$ cat src/rtl/dmem_arbiter.sv
// Data-memory port arbiter: the single-cycle core always owns the port when active,
// and a host burst engine moves one byte per free cycle over valid/ready streams.
module dmem_arbiter #(
    parameter int AW = 8,
    parameter int DW = 8,
    parameter int CW = 16
) (
    input  logic          clk,
    input  logic          reset,
    input  logic          cpu_load,
    input  logic          cpu_store,
    input  logic [AW-1:0] cpu_addr,
    input  logic [DW-1:0] cpu_wdat,
    output logic [DW-1:0] cpu_rdat,
    output logic [AW-1:0] mem_addr,
    output logic          mem_wr_en,
    output logic [DW-1:0] mem_wdat,
    input  logic [DW-1:0] mem_rdat,
    input  logic          host_start,
    input  logic          host_dir,
    input  logic [AW-1:0] host_base,
    input  logic [AW:0]   host_len,
    input  logic          host_abort,
    output logic          host_busy,
    output logic          host_done,
    input  logic          wr_valid,
    input  logic [DW-1:0] wr_data,
    output logic          wr_ready,
    output logic          rd_valid,
    output logic [DW-1:0] rd_data,
    input  logic          rd_ready,
    output logic [CW-1:0] defer_cnt,
    output logic [1:0]    dbg_state
);
    typedef enum logic [1:0] {
        S_IDLE  = 2'd0,
        S_WRITE = 2'd1,
        S_READ  = 2'd2,
        S_DONE  = 2'd3
    } state_t;

    state_t        state_q, state_d;
    logic [AW-1:0] addr_q, addr_d;
    logic [AW:0]   rem_q, rem_d;
    logic [CW-1:0] defer_q, defer_d;
    logic          rd_valid_q, rd_valid_d;
    logic [DW-1:0] rd_data_q, rd_data_d;

    logic cpu_act, in_burst, rem_zero, wr_fire, rd_slot, rd_take, blocked;

    // Handshakes: a write byte transfers when wr_valid && wr_ready; a read byte
    // transfers when rd_valid && rd_ready. rd_data holds while rd_valid && !rd_ready.
    assign cpu_act  = cpu_load | cpu_store;
    assign in_burst = (state_q == S_WRITE) || (state_q == S_READ);
    assign rem_zero = (rem_q == '0);
    assign wr_fire  = (state_q == S_WRITE) && wr_valid && !cpu_act && !host_abort;
    assign rd_slot  = (state_q == S_READ) && !cpu_act && !rem_zero && (!rd_valid_q || rd_ready);
    assign rd_take  = rd_valid_q && rd_ready;
    assign blocked  = cpu_act && (((state_q == S_WRITE) && wr_valid) ||
                                  ((state_q == S_READ) && !rem_zero));

    always_ff @(posedge clk or posedge reset) begin
        if (reset) begin
            state_q    <= S_IDLE;
            addr_q     <= '0;
            rem_q      <= '0;
            defer_q    <= '0;
            rd_valid_q <= 1'b0;
            rd_data_q  <= '0;
        end else begin
            state_q    <= state_d;
            addr_q     <= addr_d;
            rem_q      <= rem_d;
            defer_q    <= defer_d;
            rd_valid_q <= rd_valid_d;
            rd_data_q  <= rd_data_d;
        end
    end

    always_comb begin
        state_d = state_q;
        unique case (state_q)
            S_IDLE: begin
                if (host_start) begin
                    if (host_len == '0)
                        state_d = S_DONE;
                    else if (host_dir)
                        state_d = S_READ;
                    else
                        state_d = S_WRITE;
                end
            end
            S_WRITE: begin
                if (host_abort)
                    state_d = S_IDLE;
                else if (wr_fire && (rem_q == (AW+1)'(1)))
                    state_d = S_DONE;
            end
            S_READ: begin
                if (host_abort)
                    state_d = S_IDLE;
                else if (rem_zero && rd_take)
                    state_d = S_DONE;
            end
            S_DONE:  state_d = S_IDLE;
            default: state_d = S_IDLE;
        endcase
    end

    // Burst datapath: address/remaining bookkeeping, read holding register, stats.
    always_comb begin
        addr_d     = addr_q;
        rem_d      = rem_q;
        rd_valid_d = rd_valid_q;
        rd_data_d  = rd_data_q;
        defer_d    = (blocked && (defer_q != '1)) ? defer_q + CW'(1) : defer_q;
        if ((state_q == S_IDLE) && host_start) begin
            addr_d = host_base;
            rem_d  = host_len;
        end else if (in_burst && host_abort) begin
            rd_valid_d = 1'b0;
        end else begin
            if (wr_fire || rd_slot) begin
                addr_d = addr_q + AW'(1);
                rem_d  = rem_q - (AW+1)'(1);
            end
            if (rd_slot) begin
                rd_valid_d = 1'b1;
                rd_data_d  = mem_rdat;
            end else if (rd_take) begin
                rd_valid_d = 1'b0;
            end
        end
    end

    always_comb begin
        mem_addr  = addr_q;
        mem_wdat  = wr_data;
        mem_wr_en = wr_fire;
        if (cpu_act) begin
            mem_addr  = cpu_addr;
            mem_wdat  = cpu_wdat;
            mem_wr_en = cpu_store;
        end
        wr_ready  = (state_q == S_WRITE) && !cpu_act;
        host_busy = (state_q != S_IDLE);
        host_done = (state_q == S_DONE);
    end

    assign cpu_rdat  = mem_rdat;
    assign rd_valid  = rd_valid_q;
    assign rd_data   = rd_data_q;
    assign defer_cnt = defer_q;
    assign dbg_state = state_q;
endmodule

$ cat config.mk
export PLATFORM = sky130hd
export DESIGN_NAME = dmem_arbiter
export DESIGN_NICKNAME = d
export VERILOG_FILES = /design/src/rtl/dmem_arbiter.sv
export SDC_FILE = /design/constraint.sdc
export NUM_CORES = 1
export LEC_CHECK = 0
export CAP_MARGIN = 25
export CORE_MARGIN = 1
export CORE_UTILIZATION = 55
export CTS_CLUSTER_DIAMETER = 100
export DETAILED_ROUTE_END_ITERATION = 12
export DONT_BUFFER_PORTS = 1
export GPL_ROUTABILITY_DRIVEN = 0
export PLACE_DENSITY = 0.71
export SETUP_SLACK_MARGIN = 0.1
export SLEW_MARGIN = 20
export SYNTH_ARGS = -nofsm -noshare
export SYNTH_HDL_FRONTEND = slang
export SYNTH_SLANG_ARGS = --single-unit
$ cat constraint.sdc
create_clock -name clk -period 2.95 [get_ports clk]
set_input_delay 0.59 -clock clk [delete_from_list [all_inputs] [get_ports clk]]
set_output_delay 0.59 -clock clk [all_outputs]
set_load 0.02 [all_outputs]
==> run summary, run 1 <==
syn_area_per_cell: 9.693 sq um
synth cell count leaders: dfrtp_1, mux2_2, nand2_1, nor2_1, xnor2_1
placed cell areas: 2685 sq um
Final Hold Viols: 0
CTS sink count: 44
Peak VDD IR: 418.5 uV
Crit-path slowest cell: or4b_2
pre-CTS setup slack: 0.4526 ns
Startpoint Class: register
max-slew violation count: 0
H-tree depth: 2
status: finished, final reports clean
Hold/Removal Path Class: input port to asynchronous set/reset pin
Setup violations, final: 0
setup bufs post-CTS: 0
synthesized net count: 345
DR DRC count: 0
vias in the first global route: 1841
global route total overflow: 0
cells after synthesis: 277
final antenna-violating net count: 0
Crit Path Category: register to register
post-synthesis cell area: 2685 sq um
LEAKAGE: 0.001175 uW
Period minus WS final: 2.518 ns
top cells by area, synth: dfrtp_1, mux2_2, ha_1, xnor2_1, nand2_1
TritonCTS buffer count: 5
Initial Util: 0.5685
CP top delay family: compound AO/OA/AOI/OAI gates
top_reg_cell synth: dfrtp_1
Fin Hold WS: 0.06832 ns
layout cell share with drive strength beyond 1: 0.1728
Inserted Diodes: 0
GRT Overall Usage: 0.2157
Die Wd: 71.87 microns
CTS tree: done
routed vias: 2030
WL/cell: 16.37 microns
EDFF count, synth: 0
clock-pin slew on the worst setup and hold paths: 0.08 ns
fmax: 0.3972 GHz
Worst-Skew Late Latency: 0.30 ns
worst path bufs/invs: 1
largest area contributor in the netlist: dfrtp_1
max_slew headroom: 0.7225
Max stage delay on crit path: 0.59 ns
CP Capture Type: register
total core area: 4723 sq um
initial antenna violation count: 0
DIE HEIGHT: 71.87 microns
CP Max Fanout: 30
design area: 2798 sq um
asr flop ratio synth: 1.000
IO Pins: 113
hold_buf cts: 0
clk_skew: 0.007839 ns
setup TNS: 0 ns
Synth Warn #: 0
Clock Tree Buf Depth: 2
Root Buffer: clkbuf_8
Critical Path AT: 2.75 ns
Seq/Total Area, Yosys: 0.4101
top cell type's share of synthesized area: 0.4101
First-pass DRT Iterations: 4
final worst setup slack: 0.4323 ns
critical-path cell list: inv_1 > ha_1 > or4b_2 > o21ai_2 > o31a_4 > mux2_2 > a21oi_1
I/O Buffers: 0
synth unique cells: 45
first-pass GRT wire length: 8673 microns
count leader, synth: dfrtp_1
Detail Placement HPWL: 4087 microns
PD cells: 902.4 nW/um^2
crit share post-route: 0.8535
largest net degree at the start of global routing: 45
post-layout util: 0.5923
area grow syn2layout: 4.194%
Via density: 5.988
Final nets: 339
CP required: 3.18 ns
FF+latch count, synth: 44
first-iteration detailed-routing DRC count: 78
row count: 25
die footprint: 5165 sq um
max-cap violation count: 0
final WL: 5549 microns
CTS resizes: 0
Least-Margin Pin Slew: 0.4058 ns
RSZ-0062 raised after global routing: false
-- where the power goes --
group | switching, uW | leakage, uW | internal [uW] | total [uW]
clock | 207 | 0.0000510 | 187 | 394
combinational | 517 | 0.000589 | 389 | 906
sequential | 392 | 0.000535 | 833 | 1220
total | 1120 | 0.00118 | 1410 | 2520
-- final timing paths --
check	from	to	slack (ns)	cells past startpoint
max	rem_q[0]	rem_q[1]	0.43	7
min	reset	dbg_state[0]	0.07	1
max reg2reg	rem_q[0]	rem_q[1]	0.43	7
min reg2reg	addr_q[5]	addr_q[5]	0.56	2
max in group asynchronous	reset	rd_data[0]	2.44	2
min in group clk	host_base[2]	addr_q[2]	0.41	2
-- area by class of cell --
type	count	area [sq um]
Sequential cell	44	1101
Clock buffer	6	82.58
Tap cell	67	83.83
Multi-Input combinational cell	201	1410
Inverter	12	45.04
Timing Repair Buffer	7	65.06
Clock inverter	2	10.01
Fill cell	412	1926
-- worst register-to-register path: stages, from the launching register on --
cell	delay, ns
dfrtp_1	0.42
inv_1	0.13
ha_1	0.15
or4b_2	0.59
o21ai_2	0.28
o31a_4	0.38
mux2_2	0.38
a21oi_1	0.13
-- cells by family after synthesis --
kind of cell	synth area share
DFF	0.4101
muxes	0.1044
adders and majority gates	0.04660
xor gates and xnor gates	0.05545
AOI/OAI and AO/OA	0.1146
buffers and inverters	0.06477
and+or+nand+nor	0.2041
-- stage by stage --
step / std cells / power, uW
floorplan: 277 / 1947
finish: 339 / 2525
detailed placement: 330 / 2144
global placement: 330 / 2106
CTS: 338 / 2539
global route: 339 / 2714
-- metal layers --
layer	routed length, microns	global-route usage
met1	2407	0.2770
met2	2712	0.3522
met3	383	0.06892
met4	45	0.05664
met5	0	0
-- state kept, by name (all words and copies together) (netlist names) --
| register | count |
|---|---|
| addr_q | 8 |
| dbg_state | 2 |
| defer_cnt | 16 |
| rd_data | 8 |
| rd_valid | 1 |
| rem_q | 9 |
-- placed cells by master (no fill, tap or decap), types with 3 or more instances in the layout --
cell type | Yosys | layout
a21oi_1 | 8 | 8
a31oi_1 | 10 | 10
and2_1 | 4 | 4
and3_1 | 6 | 6
buf_4 | 8 | 6
clkbuf_8 | 0 | 6
dfrtp_1 | 44 | 44
ha_1 | 10 | 10
inv_1 | 12 | 11
mux2_2 | 24 | 24
nand2_1 | 20 | 20
nand3_1 | 12 | 12
nand4_1 | 11 | 11
nor2_1 | 20 | 20
o211ai_1 | 3 | 3
o21ai_0 | 13 | 13
o31ai_1 | 3 | 3
or3_1 | 8 | 8
or4_1 | 5 | 5
xnor2_1 | 14 | 14
xor2_1 | 3 | 3
Note: power is estimated with default switching activity, not from simulation.
==> inputs of run 2 (changes only) <==
- CORE_ASPECT_RATIO: default -> 1.25
- PLACE_DENSITY: 0.71 -> 0.7
==> run 2 against run 1 <==
Combinational power rose by 2%. Clock skew down 0.00068 ns. Largest cell class unchanged. Routed wire length up 9.1%. Sequential cell count stayed put. Cell count down 2.1%. Power grew 3.9%. Sequential share of layout area down 0.11 points. Highest routed layer unchanged. Clock power grew 18%. Register-to-register slack got worse by 0.02 ns. Global-route usage increased by 3.4 points. Setup slack got worse by 0.016 ns. Worst hold slack gained 0.034 ns.
==> run summary, run 2 (synthesis gave the netlist of run 1 again) <==
RSZ-0062 raised after global routing: false
max_slew headroom: 0.4371 (-0.2854)
First-pass DRT Iterations: 4 (unchanged)
Crit Path Category: register to register
worst reg2reg path startpoint: rem_q[0]
global route total overflow: 0 (unchanged)
FF-to-FF End: rem_q[1]
PD cells: 935.0 nW/um^2 (+3.6%)
fmax: 0.3946 GHz (-0.65%)
status: finished, final reports clean
Critical Path Start: rem_q[0]
Detail Placement HPWL: 4514 microns (+10%)
WL/cell: 18.23 microns (+11%)
Clk pwr share: 0.177 (+0.021)
area grow syn2layout: 4.473%
layout cell share with drive strength beyond 1: 0.1691 (-0.003676)
register area: 1101 sq um (unchanged)
Worst-Skew Late Latency: 0.30 ns (about the same)
end point of the critical path: rem_q[1]
Startpoint Class: register
worst path bufs/invs: 1 (unchanged)
Net Sw Power: 1145 uW (+2.6%)
fill count: 429 (+4.1%)
final cell count without fillers: 332 (-2.1%)
Via density: 6.175 (+3.1%)
worst reg2reg setup slack: 0.42 ns (-0.02 ns)
setup TNS: 0 ns (unchanged)
Final Hold Viols: 0 (unchanged)
Inserted Diodes: 0 (unchanged)
Period minus WS final: 2.534 ns (+0.01646 ns)
largest net degree at the start of global routing: 45 (unchanged)
TritonCTS buffer count: 5 (unchanged)
H-tree depth: 2 (unchanged)
Clock Tree Buf Depth: 2 (unchanged)
crit share post-route: 0.8590 (+0.005579)
CP Depth: 7 (unchanged)
total core area: 4730 sq um (+0.13%)
Critical Path AT: 2.76 ns (about the same)
DIE HEIGHT: 80.12 microns (+11%)
CTS tree: done
Die Wd: 64.50 microns (-10%)
final WL: 6053 microns (+9.1%)
Reg2Reg Depth: 7 (unchanged)
die footprint: 5167 sq um (about the same)
initial antenna violation count: 0 (unchanged)
DR DRC count: 0 (unchanged)
LEAKAGE: 0.001179 uW (+0.35%)
Least-Margin Pin Slew: 0.8423 ns (+0.4365 ns)
clk_skew: 0.007159 ns (-0.0006795 ns)
first-iteration detailed-routing DRC count: 94 (+21%)
critical-path cell list: inv_1 > ha_1 > or4b_2 > o21ai_2 > o31a_4 > mux2_2 > a21oi_1
Peak VDD IR: 441.6 uV (+5.5%)
Initial Util: 0.5677 (-0.0007520)
CTS resizes: 0 (unchanged)
Final nets: 339 (unchanged)
Power Internal: 1478 uW (+4.9%)
multi-input logic area: 1411 sq um (about the same)
GRT Overall Usage: 0.2495 (+0.03381)
CP Capture Type: register
sequential power share: 0.472 (-0.013)
Root Buffer: clkbuf_8
max-cap violation count: 0 (unchanged)
commonest cells after routing, fill and taps aside: dfrtp_1, mux2_2, nand2_1, nor2_1, xnor2_1
first-pass GRT wire length: 9942 microns (+15%)
vias in the first global route: 2033 (+10%)
row count: 28 (+12%)
Hold/Removal Path Class: input port to asynchronous set/reset pin
Gate power share: 0.351 (-0.008)
# placed instances: 323 (-2.1%)
commonest non-fill, non-tap cell in the layout: dfrtp_1
I/O Buffers: 0 (unchanged)
routed vias: 2050 (+0.99%)
IO Pins: 113 (unchanged)
Setup violations, final: 0 (unchanged)
CP top delay family: compound AO/OA/AOI/OAI gates
CP required: 3.18 ns (about the same)
final antenna-violating net count: 0 (unchanged)
Crit-path slowest cell: or4b_2
CTS sink count: 44 (unchanged)
clock-pin slew on the worst setup and hold paths: 0.08 ns (about the same)
CP Max Fanout: 30 (unchanged)
Sw Ratio: 0.4366 (-0.005312)
hold_buf cts: 0 (unchanged)
Max stage delay on crit path: 0.59 ns (about the same)
setup bufs post-CTS: 0 (unchanged)
max reg flops: 16 (unchanged)
max-slew violation count: 0 (unchanged)
[run 2: cell count changes in the layout (fill, tap and decap cells not counted)]
cell       delta
bufinv_16     +1
clkbuf_1      +1
clkinv_2      -1
a2111oi_0     -1
a2111oi_1     +1
clkbuf_8      -1
[run 2: layer usage]
metal | up-vias | track usage | wire, microns
met1 | 1006 | 0.2857 | 2437
met2 | 55 | 0.4421 | 3190
met4 | 0 | 0.08000 | 99
met5 | - | 0 | 0
li1 | 978 | - | -
met3 | 11 | 0.07244 | 327
[run 2: power groups by stage]
stage	Clock [uW]	Combinational [uW]	Sequential [uW]
after floorplan	0	788	1160
after global placement	0	882	1230
after detailed placement	0	924	1240
after CTS	473	928	1230
after global routing	493	1050	1280
final	463	922	1240
[run 2: final cells by class]
class                           instances  area share
Inverter                               12     0.01606
Multi-Input combinational cell        201      0.5031
Clock buffer                            6     0.02587
Tap cell                               60     0.02676
Clock inverter                          2     0.01249
Sequential cell                        44      0.3925
Timing Repair Buffer                    7     0.02319
[run 2: worst min-delay path by stage]
stage / endpoint / depth (start not counted) / slack [ns] / startpoint
2_1_floorplan: addr_q[5] / 2 / 0.51 / addr_q[5]
3_3_place_gp: addr_q[5] / 2 / 0.56 / addr_q[5]
3_5_place_dp: rem_q[7] / 2 / 0.56 / rem_q[7]
4_1_cts: addr_q[4] / 1 / 0.40 / reset
5_1_grt: rd_data[0] / 1 / 0.1 / reset
6_report: rd_data[0] / 1 / 0.10 / reset
[run 2: through the flow]
step	area [sq um]	hold WS, ns	util	worst slack (ns)	power [uW]
2_1_floorplan	2685	0.5140	-	0.6158	1947
3_3_place_gp	2676	0.5555	0.5659	0.5020	2112
3_5_place_dp	2676	0.5573	0.5659	0.4420	2168
4_1_cts	2784	0.3991	0.5886	0.4105	2634
5_1_grt	2805	0.09926	0.5931	0.3093	2821
6_report	2805	0.1026	0.5931	0.4158	2623
==> inputs of run 3 (changes only) <==
- CELL_PAD_IN_SITES_DETAIL_PLACEMENT: default -> 2
- CELL_PAD_IN_SITES_GLOBAL_PLACEMENT: default -> 2
- CORE_UTILIZATION: 55 -> 36
- PLACE_DENSITY: 0.7 -> default
- PLACE_DENSITY_LB_ADDON: default -> 0.1
==> run 3 against run 2 <==
Combinational power up 6.1%. Fmax down 0.95%. Utilization down 19 points. Critical endpoint unchanged. Largest cell class unchanged. Largest power group unchanged.
==> run summary, run 3 (synthesis gave the netlist of run 1 again) <==
Die Wd: 79.25 microns (+23%)
CTS tree: done
WL/cell: 19.52 microns (+7.0%)
Critical Path AT: 2.79 ns (+0.03 ns)
Clock Tree Buf Depth: 2 (unchanged)
first-iteration detailed-routing DRC count: 55 (-41%)
final WL: 7123 microns (+18%)
placed cell areas: 2764 sq um (+3.3%)
setup TNS: 0 ns (unchanged)
TritonCTS buffer count: 5 (unchanged)
final antenna-violating net count: 0 (unchanged)
Inserted Diodes: 0 (unchanged)
total core area: 7104 sq um (+50%)
clk_skew: 0.01259 ns (+0.005426 ns)
max-slew violation count: 0 (unchanged)
global route total overflow: 0 (unchanged)
Final nets: 342 (+0.88%)
GRT met2 Usage: 0.3375 (-0.1046)
CTS sink count: 44 (unchanged)
Least-Margin Pin Slew: 0.6312 ns (-0.2111 ns)
RSZ-0062 raised after global routing: false
Via density: 5.816 (-5.8%)
DIE HEIGHT: 98.56 microns (+23%)
CP top delay family: compound AO/OA/AOI/OAI gates
I/O Buffers: 0 (unchanged)
fill count: 798 (+86%)
PD cells: 935.2 nW/um^2 (about the same)
global route hottest layer: met2
Hold/Removal Path Class: input port to asynchronous set/reset pin
CP Capture Type: register
total power: 2693 uW (+2.7%)
CP Max Fanout: 30 (unchanged)
routed vias: 2123 (+3.6%)
LEAKAGE: 0.001194 uW (+1.3%)
hold_buf cts: 0 (unchanged)
Clk pwr share: 0.181 (+0.004)
IO Pins: 113 (unchanged)
Peak VDD IR: 407.8 uV (-7.6%)
Crit-path slowest cell: or4b_2
GRT Overall Usage: 0.1883 (-0.06120)
vias in the first global route: 2322 (+14%)
H-tree depth: 2 (unchanged)
clock-pin slew on the worst setup and hold paths: 0.10 ns (+0.02 ns)
layout cell share with drive strength beyond 1: 0.1782 (+0.009064)
CTS resizes: 0 (unchanged)
crit share post-route: 0.8673 (+0.008221)
max-cap violation count: 0 (unchanged)
Reg2Reg Depth: 7 (unchanged)
Root Buffer: clkbuf_8
status: finished, final reports clean
Worst-Skew Late Latency: 0.31 ns (about the same)
max reg flops: 16 (unchanged)
Net Sw Power: 1197 uW (+4.6%)
commonest cells after routing, fill and taps aside: dfrtp_1, mux2_2, nand2_1, nor2_1, xnor2_1
fmax: 0.3909 GHz (-0.95%)
Gate power share: 0.363 (+0.012)
Setup violations, final: 0 (unchanged)
Initial Util: 0.3779 (-0.1898)
critical-path cell list: inv_1 > ha_1 > or4b_2 > o21ai_2 > o31a_4 > mux2_2 > a21oi_1
Power Internal: 1495 uW (+1.2%)
die footprint: 7810 sq um (+51%)
Crit Path Category: register to register
met3 GRT Util: 0.03889 (-0.03355)
first-pass GRT wire length: 11520 microns (+16%)
DR DRC count: 0 (unchanged)
multi-input logic area: 1410 sq um (about the same)
Startpoint Class: register
max_slew headroom: 0.5766 (+0.1395)
initial antenna violation count: 0 (unchanged)
area grow syn2layout: 7.223%
Period minus WS final: 2.558 ns (+0.02425 ns)
design area: 2879 sq um (+2.6%)
Detail Placement HPWL: 5520 microns (+22%)
register area: 1101 sq um (unchanged)
worst path bufs/invs: 1 (unchanged)
setup bufs post-CTS: 0 (unchanged)
met1 Usage GRT: 0.2267 (-0.05899)
row count: 34 (+21%)
commonest non-fill, non-tap cell in the layout: dfrtp_1
Final Hold Viols: 0 (unchanged)
largest net degree at the start of global routing: 31 (-31%)
CP required: 3.18 ns (about the same)
First-pass DRT Iterations: 4 (unchanged)
CP Depth: 7 (unchanged)
sequential power share: 0.456 (-0.016)
Sw Ratio: 0.4447 (+0.008101)
Max stage delay on crit path: 0.60 ns (about the same)
run 3: cell types whose count changed in the layout (fill, tap and decap cells not counted), sizes merged:
cell / before / now
clkbuf: 6 / 5
clkinvlp: 0 / 1
buf: 7 / 10
run 3: routing by layer:
layer  routed length, microns  vias to the layer above
met5                        0                        -
met4                       70                        0
met3                      351                        6
met2                     3761                       63
met1                     2940                     1075
li1                         -                      979
run 3: per-stage QoR:
stage	cells	setup WS (ns)	hold slack (ns)	utilization
floorplan	277	0.6158	0.5140	-
global placement	356	0.4921	0.5706	0.3852
detailed placement	357	0.3997	0.5132	0.3890
CTS	365	0.3655	0.1769	0.4052
global route	365	0.2410	0.1945	0.4052
finish	365	0.3916	0.1589	0.4052
run 3: power groups by stage:
stage / clock network, uW / logic (uW) / registers [uW]
floorplan: 0 / 788 / 1160
global placement: 0 / 951 / 1230
detailed placement: 0 / 995 / 1240
CTS: 499 / 1010 / 1240
global route: 516 / 1110 / 1270
finish: 487 / 978 / 1230
run 3: worst paths after layout:
| path | slack [ns] | from | to |
|---|---|---|---|
| worst min-delay path | 0.16 | reset | rd_data[6] |
| min in group clk | 0.41 | host_base[2] | addr_q[2] |
| worst min register to register | 0.58 | rem_q[7] | rem_q[7] |
| worst max register to register | 0.39 | rem_q[0] | rem_q[1] |
| worst max-delay path | 0.39 | rem_q[0] | rem_q[1] |
| max in group asynchronous | 2.19 | reset | rem_q[0] |
run 3: cell type report:
cell class              instances  share of cell area
well taps                      90             0.03911
repair buffers                 10             0.03303
multi-input cells             201              0.4898
flip-flops and latches         44              0.3824
clock inverters                 3             0.01608
inverters                      12             0.01565
clock buffers                   5             0.02390
